--- src/rtl/bt_tx_arbiter.sv ---
// -----------------------------------------------------------------------------
// bt_tx_arbiter
//
// Round-robin arbiter and sequencer that shares one Bluetooth UART transmitter
// among N_REQ byte producers. It picks a requester, latches that requester's
// byte, runs the enable/busy/done handshake with the transmitter, and then
// pulses the requester's ack.
//
// Ports
//   clk_in     in   system clock, rising edge
//   reset      in   asynchronous, active-high reset
//   req        in   [N_REQ]        req[i] high: requester i has a byte
//   req_data   in   [N_REQ*DATA_W] byte of requester i at [i*DATA_W +: DATA_W]
//   ack        out  [N_REQ]        one-cycle pulse: requester's byte has gone out
//   grant_id   out  [clog2(N_REQ)] index of the requester being served
//   busy       out  high from LAUNCH entry until the return to IDLE
//   tx_enable  out  start request to the transmitter (level)
//   tx_data    out  [DATA_W]       byte to the transmitter, stable while busy
//   tx_busy    in   transmitter busy
//   tx_done    in   transmitter done (pulse or level)
//   err        out  one-cycle pulse on timeout abort
//
// Build option
//   BT_ARB_TIMEOUT_EN  when defined, a transfer that exceeds TIMEOUT_CYC
//                      cycles in LAUNCH/SEND is aborted and err pulses.
//                      When undefined, there is no timer and err is tied to 0.
// -----------------------------------------------------------------------------
module bt_tx_arbiter #(
    parameter int N_REQ       = 4,
    parameter int DATA_W      = 8,
    parameter int TIMEOUT_CYC = 2000000
) (
    input  logic                     clk_in,
    input  logic                     reset,
    input  logic [N_REQ-1:0]         req,
    input  logic [N_REQ*DATA_W-1:0]  req_data,
    output logic [N_REQ-1:0]         ack,
    output logic [$clog2(N_REQ)-1:0] grant_id,
    output logic                     busy,
    output logic                     tx_enable,
    output logic [DATA_W-1:0]        tx_data,
    input  logic                     tx_busy,
    input  logic                     tx_done,
    output logic                     err
);

    localparam int ID_W = $clog2(N_REQ);

    if (N_REQ < 2 || N_REQ > 8 || DATA_W < 1 || TIMEOUT_CYC < 1) begin : g_bad_param
        $error("bt_tx_arbiter: N_REQ must be 2..8, DATA_W and TIMEOUT_CYC at least 1");
    end

    typedef enum logic [1:0] {
        IDLE,
        LAUNCH,
        SEND,
        FINISH
    } state_e;

    state_e            state_q, state_d;
    logic [ID_W-1:0]   rr_ptr_q, rr_ptr_d;
    logic [ID_W-1:0]   grant_q, grant_d;
    logic [DATA_W-1:0] data_q, data_d;
    logic              tx_en_q, tx_en_d;
    logic              busy_q, busy_d;
    logic [N_REQ-1:0]  ack_q, ack_d;

`ifdef BT_ARB_TIMEOUT_EN
    localparam int TMR_W = $clog2(TIMEOUT_CYC + 1);
    logic [TMR_W-1:0]  timer_q, timer_d;
    logic              err_q, err_d;
`endif

    // Round-robin search: first set request at rr_ptr, rr_ptr+1, ... mod N_REQ.
    logic              found;
    logic [ID_W-1:0]   winner;
    logic [ID_W-1:0]   cand;
    logic [DATA_W-1:0] win_data;
    logic [ID_W-1:0]   next_ptr;

    always_comb begin
        found    = 1'b0;
        winner   = '0;
        cand     = '0;
        win_data = '0;
        for (int off = 0; off < N_REQ; off++) begin
            cand = ID_W'((int'(rr_ptr_q) + off) % N_REQ);
            if (!found && req[cand]) begin
                found  = 1'b1;
                winner = cand;
            end
        end
        for (int i = 0; i < N_REQ; i++) begin
            if (winner == ID_W'(i)) begin
                win_data = req_data[i*DATA_W +: DATA_W];
            end
        end
    end

    // The requester just served becomes lowest priority.
    assign next_ptr = (grant_q == ID_W'(N_REQ - 1)) ? '0 : grant_q + 1'b1;

    // Next-state and output logic.
    // NOTE: every signal written here gets its default first; a path that
    // leaves one unassigned would infer a latch.
    always_comb begin
        state_d  = state_q;
        rr_ptr_d = rr_ptr_q;
        grant_d  = grant_q;
        data_d   = data_q;
        tx_en_d  = tx_en_q;
        busy_d   = busy_q;
        ack_d    = '0;
`ifdef BT_ARB_TIMEOUT_EN
        timer_d  = timer_q;
        err_d    = 1'b0;
`endif

        unique case (state_q)
            IDLE: begin
                if (found) begin
                    data_d  = win_data;
                    grant_d = winner;
                    tx_en_d = 1'b1;
                    busy_d  = 1'b1;
                    state_d = LAUNCH;
`ifdef BT_ARB_TIMEOUT_EN
                    timer_d = '0;
`endif
                end
            end

            LAUNCH: begin
                // tx_done here is ignored: a byte only counts once busy was seen.
                if (tx_busy) begin
                    tx_en_d = 1'b0;
                    state_d = SEND;
                end
            end

            SEND: begin
                // Done only qualifies once the transmitter has also dropped busy.
                if (tx_done && !tx_busy) begin
                    for (int i = 0; i < N_REQ; i++) begin
                        ack_d[i] = (grant_q == ID_W'(i));
                    end
                    state_d = FINISH;
                end
            end

            FINISH: begin
                rr_ptr_d = next_ptr;
                busy_d   = 1'b0;
                state_d  = IDLE;
            end

            default: begin
                state_d = IDLE;
            end
        endcase

`ifdef BT_ARB_TIMEOUT_EN
        if (state_q == LAUNCH || state_q == SEND) begin
            timer_d = timer_q + 1'b1;
            // Abort wins over a completion in the same cycle, so ack and err
            // can never both pulse for one byte.
            if (timer_q == TMR_W'(TIMEOUT_CYC - 1)) begin
                err_d    = 1'b1;
                ack_d    = '0;
                tx_en_d  = 1'b0;
                rr_ptr_d = next_ptr;
                busy_d   = 1'b0;
                state_d  = IDLE;
            end
        end
`endif
    end

    // State register.
    // NOTE: non-blocking assignments so every register updates from the
    // same pre-edge values regardless of statement order.
    always_ff @(posedge clk_in or posedge reset) begin
        if (reset) begin
            state_q  <= IDLE;
            rr_ptr_q <= '0;
            grant_q  <= '0;
            data_q   <= '0;
            tx_en_q  <= 1'b0;
            busy_q   <= 1'b0;
            ack_q    <= '0;
`ifdef BT_ARB_TIMEOUT_EN
            timer_q  <= '0;
            err_q    <= 1'b0;
`endif
        end else begin
            state_q  <= state_d;
            rr_ptr_q <= rr_ptr_d;
            grant_q  <= grant_d;
            data_q   <= data_d;
            tx_en_q  <= tx_en_d;
            busy_q   <= busy_d;
            ack_q    <= ack_d;
`ifdef BT_ARB_TIMEOUT_EN
            timer_q  <= timer_d;
            err_q    <= err_d;
`endif
        end
    end

    assign ack       = ack_q;
    assign grant_id  = grant_q;
    assign busy      = busy_q;
    assign tx_enable = tx_en_q;
    assign tx_data   = data_q;

`ifdef BT_ARB_TIMEOUT_EN
    assign err = err_q;
`else
    assign err = 1'b0;
`endif

endmodule
--- config.mk ---
export PLATFORM = sky130hd
export DESIGN_NAME = bt_tx_arbiter
export DESIGN_NICKNAME = d
export VERILOG_FILES = /design/src/rtl/bt_tx_arbiter.sv
export SDC_FILE = /design/constraint.sdc
export NUM_CORES = 1
export LEC_CHECK = 0
export BUFFER_PORTS_ARGS = -buffer_cell sky130_fd_sc_hd__buf_4
export CAP_MARGIN = 5
export CORE_MARGIN = 3
export CORE_UTILIZATION = 46
export DETAILED_ROUTE_END_ITERATION = 8
export PLACE_DENSITY = 0.89
export REMOVE_ABC_BUFFERS = 1
export SKIP_CTS_REPAIR_TIMING = 1
export SYNTH_ARGS = -nofsm -noshare
export SYNTH_HDL_FRONTEND = slang
export SYNTH_SLANG_ARGS = --single-unit
--- constraint.sdc ---
create_clock -name clk_in -period 2.5 [get_ports clk_in]
set_input_delay 0.5 -clock clk_in [delete_from_list [all_inputs] [get_ports clk_in]]
set_output_delay 0.5 -clock clk_in [all_outputs]
set_load 0.01 [all_outputs]
==> impl_metrics.csv <==
group,metric,value,unit
status,outcome,"finished, final reports clean",
synth,postSynthAreaPerCell,10.3,sq um
sta,setup_tns,0,ns
pwr,total_power,1.71,mW
worst_setup_path,r2r_start,"rr_ptr_q[1]$_DFFE_PP0P_",
place,place_ws,0.120,ns
worst_setup_path,crit_arrival,2.47,ns
global_route,antenna_found_initial,0,
worst_setup_path,reg2reg_depth,5,
sta,maxSlewViolCount,0,
die,dieWidth,58.5,um
place,portBuffers,55,
worst_setup_path,critical_path.max_fanout,17,
worst_setup_path,critical_path_class,"flip-flop to flip-flop",
sta,worst_slew_pin_slew,0.783,ns
final_layout,drive_gt1_share,38.0,%
global_route,grt_pass1_vias,1170,
global_route,track_usage,19.2,%
final_layout,antenna_cells,0,
clocking,numCtsBuffers,3,
sta,fin_crit,2.28,ns
synth,ys_warn_count,0,
synth,synth_top_cells_by_area,"dfrtp_1 39%, ha_1 8.9%, mux2i_1 7.1%",
synth,synth_edf_count,0,
worst_setup_path,crit_path_end_kind,"flip-flop",
clocking,clockBufferDepth,2,
sta,rsz0062_at_grt,"false",
synth,post-synth-top-area-fraction,39.5,%
hold_path,holdCritPathClass,"input port to async pin",
worst_setup_path,path_cells,"mux2i_1, o22ai_2, or2_1, a2111oi_0, a211oi_1",
clocking,cts_sinks,20,
die,ioPinCount,57,
worst_setup_path,reg2reg_slack,0.22,ns
synth,yosysMostFrequentCell,"dfrtp_1",
die,die_h,58.5,um
sta,worst_slack,0.219,ns
route,wirelength,3260,um
clocking,root_buffer,"clkbuf_4",
synth,seq_area_frac_synth,39.5,%
sta,min_period_over_period,91.3,%
synth,synth_top_area_cell,"dfrtp_1",
clocking,cts_tree,"done",
clocking,clk_latency,0.32,ns
pwr,cellPowerDensity,991,nW/um^2
place,gp_congestion,0.776,
route,viasPerCell,5.50,
global_route,grt_pass1_wl,5060,um
sta,setup_viol_count_final,0,
worst_setup_path,slowest_stage,"a2111oi_0",
sta,hold_viol_final,0,
worst_setup_path,cp_slowest_stage_delay,0.61,ns
synth,ys_types,32,
synth,synth_top_flop_cell,"dfrtp_1",
synth,synthesis.area,1270,sq um
final_layout,area_growth,35.9,%
synth,synthTopCellsByCount,"20 x dfrtp_1, 10 x nand2_1, 9 x ha_1, 9 x mux2i_1, 9 x nor2_1",
clocking,clkTransAtPathRegs,0.13,ns
worst_setup_path,required,2.69,ns
final_layout,fin_nets,229,
die,dieArea,3420,sq um
die,initial_core_util,49.8,%
route,firstDrtPassIters,4,
pwr,power_leakage,0.842,nW
worst_setup_path,timing.rr.end,"tx_data[7]$_DFFE_PP0P_",
synth,synth.ff_latch_count,20,
sta,slew-limit-headroom,47.7,%
job,cap_violations,0,
die,rows,18,
global_route,grt_max_degree,21,
synth,ys_async_sr_fraction,100,%
pwr,peakVddDrop,0.572,mV
synth,synthCells,123,
clocking,cts-htree-levels,1,
route,drt_iter0_drc,33,
die,core,2540,sq um
route,drt-wirelength-per-cell,15.6,um
sta,fin_worst_skew,0.00784,ns
worst_setup_path,start_kind,"flip-flop",
sta,max_freq,0.438,GHz
route,ant_nets,0,
place,dp_hpwl,2550,um
route,drc,0,
global_route,grt-ovfl-total,0,
route,dr_total_vias,1149,
-- final cells by class --
| cell class | instances | area, sq um |
|---|---|---|
| fillers | 194 | 822 |
| inverters | 7 | 26.3 |
| flip-flops and latches | 20 | 500 |
| repair buffers | 58 | 435 |
| clock buffers | 4 | 36.3 |
| well taps | 30 | 37.5 |
| multi-input cells | 90 | 687 |
-- where the power goes --
part | total (mW) | internal, mW | switching [mW] | leakage (nW)
sequential | 0.566 | 0.460 | 0.105 | 0.239
clock | 0.202 | 0.0891 | 0.113 | 0.0210
combinational | 0.940 | 0.437 | 0.503 | 0.582
-- per-stage QoR --
step                      util (%)  std cells  hold slack (ns)  instance area (sq um)
final                         67.7        209            0.311                   1720
after detailed placement      66.3        205            0.522                   1690
after global routing          67.7        209            0.366                   1720
after CTS                     67.7        209            0.345                   1720
after global placement        66.3        205            0.481                   1690
after floorplan                  -        117            0.464                   1210
-- logic make-up after synthesis --
| group | after synthesis | synth area share [%] |
|---|---|---|
| other cells | 1 | 0.296 |
| flops | 20 | 39.5 |
| buf+inv | 13 | 6.32 |
| mux | 10 | 8.00 |
| simple gates | 39 | 16.9 |
| compound gates | 31 | 20.1 |
| fa+ha+maj | 9 | 8.88 |
-- worst max-delay path, delay by kind of cell, from the launching register on --
| family | cells | cell delay (ns) |
|---|---|---|
| compound gates | 3 | 0.91 |
| simple gates | 1 | 0.54 |
| flops | 1 | 0.46 |
| mux | 1 | 0.23 |
-- sequential cells by signal, summed over array words and instances (netlist names) --
signal,flops
state_q,2
tx_enable,1
busy,1
grant_id,2
rr_ptr_q,2
tx_data,8
ack,4
-- layout by cell type, fill, tap and decap left out, types with 2 or more instances in the layout --
master	n
dfrtp_1	20
clkbuf_4	3
a21oi_1	2
nand2b_1	2
nor3b_1	8
mux2i_1	9
ha_1	9
inv_1	7
a211oi_1	7
nand2_1	10
buf_4	58
and2_1	5
a2111oi_0	7
nor2_1	9
o21ai_0	7
-- metal layers --
metal,global-route usage (%),part of all wire [%],up-vias
met2,36.2,56,41
met4,8.61,1.8,0
met3,1.97,5.3,5
met5,0,0,-
met1,21.5,37,550
li1,-,-,553
-- how the worst max path moves through the flow --
stage,endpoint,start,depth (start not counted)
floorplan,tx_data[1]$_DFFE_PP0P_,req[2],5
global placement,tx_data[5]$_DFFE_PP0P_,req[2],6
detailed placement,tx_data[7]$_DFFE_PP0P_,req[2],6
CTS,tx_data[7]$_DFFE_PP0P_,rr_ptr_q[1]$_DFFE_PP0P_,5
global route,tx_data[5]$_DFFE_PP0P_,rr_ptr_q[1]$_DFFE_PP0P_,5
finish,tx_data[7]$_DFFE_PP0P_,rr_ptr_q[1]$_DFFE_PP0P_,5
No activity file was read; power rests on OpenSTA's default activity.
